$ cat src/rtl/lc_pkg.sv
// Shared definitions for the level crossing sequencer: state encodings and
// the timer width helper.
package lc_pkg;

    typedef enum logic [2:0] {
        ST_IDLE   = 3'd0,
        ST_WARN   = 3'd1,
        ST_LOWER  = 3'd2,
        ST_CLOSED = 3'd3,
        ST_HOLD   = 3'd4,
        ST_RAISE  = 3'd5,
        ST_FAULT  = 3'd6
    } lc_state_e;

    // Bits needed to hold (largest cycle count - 1), never less than one.
    function automatic int unsigned lc_timer_width(input int unsigned a,
                                                   input int unsigned b,
                                                   input int unsigned c);
        int unsigned m;
        m = (a > b) ? a : b;
        m = (m > c) ? m : c;
        return ($clog2(m) > 0) ? int'($clog2(m)) : 1;
    endfunction

endpackage

$ cat src/rtl/lc_timer.sv
// Loadable down-counter shared by all timed sequencer states; done_c is high
// while the count reads zero.
module lc_timer #(
    parameter int unsigned TW = 8
) (
    input  logic          Clk,
    input  logic          Reset,
    input  logic          load,
    input  logic          dec,
    input  logic [TW-1:0] load_val,
    output logic          done_c
);

    logic [TW-1:0] cnt_q;
    logic [TW-1:0] cnt_d;

    always_comb begin
        cnt_d = cnt_q;
        if (load) begin
            cnt_d = load_val;
        end else if (dec && (cnt_q != '0)) begin
            cnt_d = cnt_q - TW'(1);
        end
    end

    always_ff @(posedge Clk) begin
        if (Reset) begin
            cnt_q <= '0;
        end else begin
            cnt_q <= cnt_d;
        end
    end

    assign done_c = (cnt_q == '0);

endmodule

$ cat src/rtl/level_crossing_ctrl.sv
// Level crossing sequencer: net axle count for the protected section, lamp and
// barrier motor sequencing, limit-switch/timeout supervision, latched fault.
module level_crossing_ctrl
    import lc_pkg::*;
#(
    parameter int unsigned CW            = 8,
    parameter int unsigned WARN_CYCLES   = 500,
    parameter int unsigned HOLD_CYCLES   = 1000,
    parameter int unsigned MOTOR_TIMEOUT = 2000
) (
    input  logic          Clk,
    input  logic          Reset,
    input  logic          in_axle,
    input  logic          in_axle_rev,
    input  logic          out_axle,
    input  logic          gate_down_lim,
    input  logic          gate_up_lim,
    input  logic          fault_clr,
    output logic          lamp_on,
    output logic          motor_down,
    output logic          motor_up,
    output logic          gate_closed,
    output logic          fault,
    output logic [CW-1:0] axle_count
);

    localparam int unsigned TW = lc_timer_width(WARN_CYCLES, HOLD_CYCLES, MOTOR_TIMEOUT);
    localparam int unsigned NW = CW + 2;
    localparam logic [TW-1:0] WARN_LOAD  = TW'(WARN_CYCLES - 1);
    localparam logic [TW-1:0] HOLD_LOAD  = TW'(HOLD_CYCLES - 1);
    localparam logic [TW-1:0] MOTOR_LOAD = TW'(MOTOR_TIMEOUT - 1);

    lc_state_e     state_q, state_d;
    logic [CW-1:0] count_q, count_d;
    logic          lamp_on_q, lamp_on_d;
    logic          motor_down_q, motor_down_d;
    logic          motor_up_q, motor_up_d;
    logic          gate_closed_q, gate_closed_d;
    logic          fault_q, fault_d;

    logic [NW-1:0] net;
    logic          cnt_ovf, cnt_unf;
    logic          tmr_load, tmr_done;
    logic [TW-1:0] tmr_val;
    logic          occupied;

    lc_timer #(.TW(TW)) u_timer (
        .Clk      (Clk),
        .Reset    (Reset),
        .load     (tmr_load),
        .dec      (1'b1),
        .load_val (tmr_val),
        .done_c   (tmr_done)
    );

    // Net axle change in two extra bits: MSB flags underflow, bit CW overflow.
    always_comb begin
        net     = NW'(count_q) + NW'(in_axle) - NW'(out_axle) - NW'(in_axle_rev);
        cnt_unf = net[NW-1];
        cnt_ovf = ~net[NW-1] & net[CW];
        count_d = net[CW-1:0];
        if (cnt_unf) begin
            count_d = '0;
        end else if (cnt_ovf) begin
            count_d = '1;
        end
    end

    assign occupied = (count_q != '0);

    always_comb begin
        state_d  = state_q;
        tmr_load = 1'b0;
        tmr_val  = MOTOR_LOAD;
        if ((state_q != ST_FAULT) && gate_down_lim && gate_up_lim) begin
            state_d = ST_FAULT;
        end else if (cnt_ovf || cnt_unf) begin
            state_d = ST_FAULT;
        end else begin
            unique case (state_q)
                ST_IDLE: begin
                    if (occupied) begin
                        state_d  = ST_WARN;
                        tmr_load = 1'b1;
                        tmr_val  = WARN_LOAD;
                    end
                end
                ST_WARN: begin
                    if (tmr_done) begin
                        state_d  = ST_LOWER;
                        tmr_load = 1'b1;
                    end
                end
                ST_LOWER: begin
                    if (gate_down_lim) begin
                        state_d = ST_CLOSED;
                    end else if (tmr_done) begin
                        state_d = ST_FAULT;
                    end
                end
                ST_CLOSED: begin
                    if (!occupied) begin
                        state_d  = ST_HOLD;
                        tmr_load = 1'b1;
                        tmr_val  = HOLD_LOAD;
                    end
                end
                ST_HOLD: begin
                    if (occupied) begin
                        state_d = ST_CLOSED;
                    end else if (tmr_done) begin
                        state_d  = ST_RAISE;
                        tmr_load = 1'b1;
                    end
                end
                ST_RAISE: begin
                    // A train arriving mid-raise reverses straight to lowering.
                    if (occupied) begin
                        state_d  = ST_LOWER;
                        tmr_load = 1'b1;
                    end else if (gate_up_lim) begin
                        state_d = ST_IDLE;
                    end else if (tmr_done) begin
                        state_d = ST_FAULT;
                    end
                end
                ST_FAULT: begin
                    if (fault_clr) begin
                        state_d  = occupied ? ST_LOWER : ST_RAISE;
                        tmr_load = 1'b1;
                    end
                end
                default: begin
                    state_d = ST_FAULT;
                end
            endcase
        end
    end

    // Outputs are decoded from the next state so they flop alongside it.
    always_comb begin
        lamp_on_d     = (state_d != ST_IDLE);
        motor_down_d  = (state_d == ST_LOWER);
        motor_up_d    = (state_d == ST_RAISE);
        gate_closed_d = (state_d == ST_CLOSED) || (state_d == ST_HOLD);
        fault_d       = (state_d == ST_FAULT);
    end

    always_ff @(posedge Clk) begin
        if (Reset) begin
            state_q       <= ST_IDLE;
            count_q       <= '0;
            lamp_on_q     <= 1'b0;
            motor_down_q  <= 1'b0;
            motor_up_q    <= 1'b0;
            gate_closed_q <= 1'b0;
            fault_q       <= 1'b0;
        end else begin
            state_q       <= state_d;
            count_q       <= count_d;
            lamp_on_q     <= lamp_on_d;
            motor_down_q  <= motor_down_d;
            motor_up_q    <= motor_up_d;
            gate_closed_q <= gate_closed_d;
            fault_q       <= fault_d;
        end
    end

    assign lamp_on     = lamp_on_q;
    assign motor_down  = motor_down_q;
    assign motor_up    = motor_up_q;
    assign gate_closed = gate_closed_q;
    assign fault       = fault_q;
    assign axle_count  = count_q;

endmodule

$ cat config.mk
export PLATFORM = sky130hd
export DESIGN_NAME = level_crossing_ctrl
export DESIGN_NICKNAME = d
export VERILOG_FILES = /design/src/rtl/lc_pkg.sv /design/src/rtl/lc_timer.sv /design/src/rtl/level_crossing_ctrl.sv
export SDC_FILE = /design/constraint.sdc
export NUM_CORES = 1
export LEC_CHECK = 0
export ABC_AREA = 1
export BUFFER_PORTS_ARGS = -buffer_cell sky130_fd_sc_hd__clkbuf_2
export CAP_MARGIN = 20
export CORE_UTILIZATION = 35
export DETAILED_ROUTE_END_ITERATION = 12
export MAX_ROUTING_LAYER = met4
export PLACE_DENSITY_LB_ADDON = 0.3
export SETUP_SLACK_MARGIN = 0.4
export SYNTH_ARGS = -nofsm -noshare
export SYNTH_HDL_FRONTEND = slang
export SYNTH_SLANG_ARGS = --single-unit
$ cat constraint.sdc
create_clock -name Clk -period 2.5 [get_ports Clk]
set_input_delay 0.125 -clock Clk [delete_from_list [all_inputs] [get_ports Clk]]
set_output_delay 0.125 -clock Clk [all_outputs]
set_load 0.02 [all_outputs]
==> impl_metrics.ini <==
[global_route]
grt_pass1_wl_um = 7980
grt_pass1_vias = 1737
antenna_found_initial = 0
overflow = 0
grt.total_usage_pct = 16.8
grt_max_degree = 17

[clocking]
cts_hold_buf = 0
numCtsBuffers = 3
clkTransAtPathRegs_ns = 0.10
cts.sinks = 27
cts_tree = built
cts_root_buf = clkbuf_8
cts_max_path_buffers = 2
clock_latency_ns = 0.28
htreeDepth = 1

[min_path]
hold_class = input port to flip-flop

[worst_setup_path]
startpoint_type = input port
worstPathRequired_ns = 2.72
crit_type = input port to flip-flop
critical_path.max_stage_delay_ns = 0.53
critPathArrivalTime_ns = 2.45
crit_chain = clkbuf_8, inv_8, fa_2, ha_4, ha_4, inv_2, fa_2, o21ai_2, nand2_1, nand2_2, inv_4, nor2_8, buf_12, nand2_8, nand2_4, nand2_2, nor2_2
critical_path.slowest_cell = fa_2
cp_top_family = adder cells
end_kind = flip-flop
critPathBufInv = 5
crit_fanout = 5

[yosys]
synth_common_cells = 66 x nand2_1, 50 x inv_1, 33 x nor2_1
synth-edff-count = 0
yosysSeqAreaShare_pct = 27.5
synth_top_area_cell = dfxtp_1
synth_seq_cells = 27
post-synth-top-count-cell = nand2_1
yosysUniqueCellTypes = 31
synth_area_leaders = dfxtp_1 27%, nand2_1 13%, inv_1 9.5%
syn-instance-count = 293
yosysWarnings = 0
ys.flop_type = dfxtp_1
synth_top_area_share_pct = 27.5
async_flop_share_pct = 0
avgSynthCellArea_um2 = 6.71
syn_area_um2 = 1970
synth_nets = 317

[floorplan]
die_w_um = 76.9
fp.dieH_um = 76.9
die_area_um2 = 5920
coreArea_um2 = 5270
placementRows = 26
ioPinCount = 21
initial_utilization_pct = 37.3

[job]
max-cap-violations = 0

[layout]
area_growth_pct = 27.6
seq_area_um2 = 542
layout.cells.non_filler = 397
layout.nets = 352
diodes = 0
n_fill_cell = 537
multiInputGateArea_um2 = 1370
drive_gt1_share_pct = 31.2

[timing]
tightest_slew_ns = 0.659
fin_crit_ns = 2.23
fmaxAchievable_mhz = 449
slew_violations = 0
max_slew_margin_pct = 56.0
period_share_pct = 89.1
holdWs_ns = 0.207
fin_worst_skew_ns = 0.00251
setup_tns_ns = 0
finalSetupViolCount = 0
finalHoldViolCount = 0
rsz0062_at_grt = true

[placed_design]
port_buffers = 20
dpl.hpwl_um = 3420
dp.cells = 384
place_congestion = 0.853

[detailed_routing]
viasPerCell = 4.69
num_vias = 1861
drtIter0Drc = 109
route.detailed.drc = 0
wire_per_inst_um = 11.5
dr.pass1.iters = 4
ant_nets = 0
routed_wl_um = 4570

[status]
outcome = finished clean
==> registers in the layout, indices dropped and copies added, names as in the netlist <==
signal and cells:
axle_count 8, motor_down 1, u_timer.cnt_q 11, fault 1, state_q 3, lamp_on 1
gate_closed 1, motor_up 1
==> stage by stage <==
stage	util, %	setup slack (ns)	cell area [um2]
2_1_floorplan	-	0.220	2010
3_3_place_gp	41.9	-0.0348	2210
3_5_place_dp	41.9	-0.0753	2210
4_1_cts	44.1	0.288	2320
5_1_grt	47.6	0.0965	2510
6_report	47.6	0.274	2510
==> final timing paths <==
path / endpoint / start / slack (ns) / cells past startpoint
setup / recovery: gate_closed / in_axle_rev / 0.27 / 17
hold / removal: u_timer.cnt_q[4] / Reset / 0.21 / 2
setup reg to reg: lamp_on / axle_count[7] / 0.29 / 12
hold reg to reg: u_timer.cnt_q[8] / u_timer.cnt_q[8] / 0.54 / 2
==> repair_timing <==
action	4_1_cts	5_1_grt
resized for setup	8	42
pin swaps	11	15
endpoints found under the hold margin	0	0
cloned	1	0
endpoints found under the setup margin	26	27
buffers inserted	3	5
==> cell families (layout without fill, tap and decap cells) <==
kind of cell	count (synthesis)	count (layout)	share of synthesized area (%)
flip-flops	27	27	27.5
AO/OA/AOI/OAI	29	29	8.53
adder cells (fa/ha/maj)	16	16	10.9
buffers and inverters	62	95	12.2
XOR/XNOR	11	11	4.90
AND/OR/NAND/NOR	148	149	35.9
==> routing by layer <==
metal  global-route usage [%]  vias up  share of wire [%]
met3                     1.90        4                3.6
met5                        -        -                  0
li1                         -      990                  -
met4                     3.46        0               0.70
met2                     28.5       35                 50
met1                     21.5      832                 46
==> cell usage in the layout, fill, tap and decap left out, types with 8 or more instances in the layout <==
| cell | synthesis | layout |
|---|---|---|
| nand2_1 | 66 | 57 |
| inv_1 | 50 | 41 |
| nor2_1 | 33 | 29 |
| dfxtp_1 | 27 | 26 |
| clkbuf_2 | 0 | 17 |
| inv_2 | 9 | 16 |
| nand3_1 | 18 | 15 |
| ha_1 | 14 | 11 |
| buf_4 | 2 | 10 |
| nand3_2 | 6 | 9 |
| xor2_1 | 8 | 8 |
| nand4_1 | 8 | 8 |
==> cell type report <==
cell class	count	share of cell area [%]
clock inverters	1	0.299
inverters	59	9.23
clock buffers	3	1.65
repair buffers	32	9.08
flip-flops and latches	27	21.6
multi-input cells	205	54.7
well taps	70	3.49
Power is not shown: default switching activity piles up to over one toggle a cycle in this logic, so the estimate is an artifact.
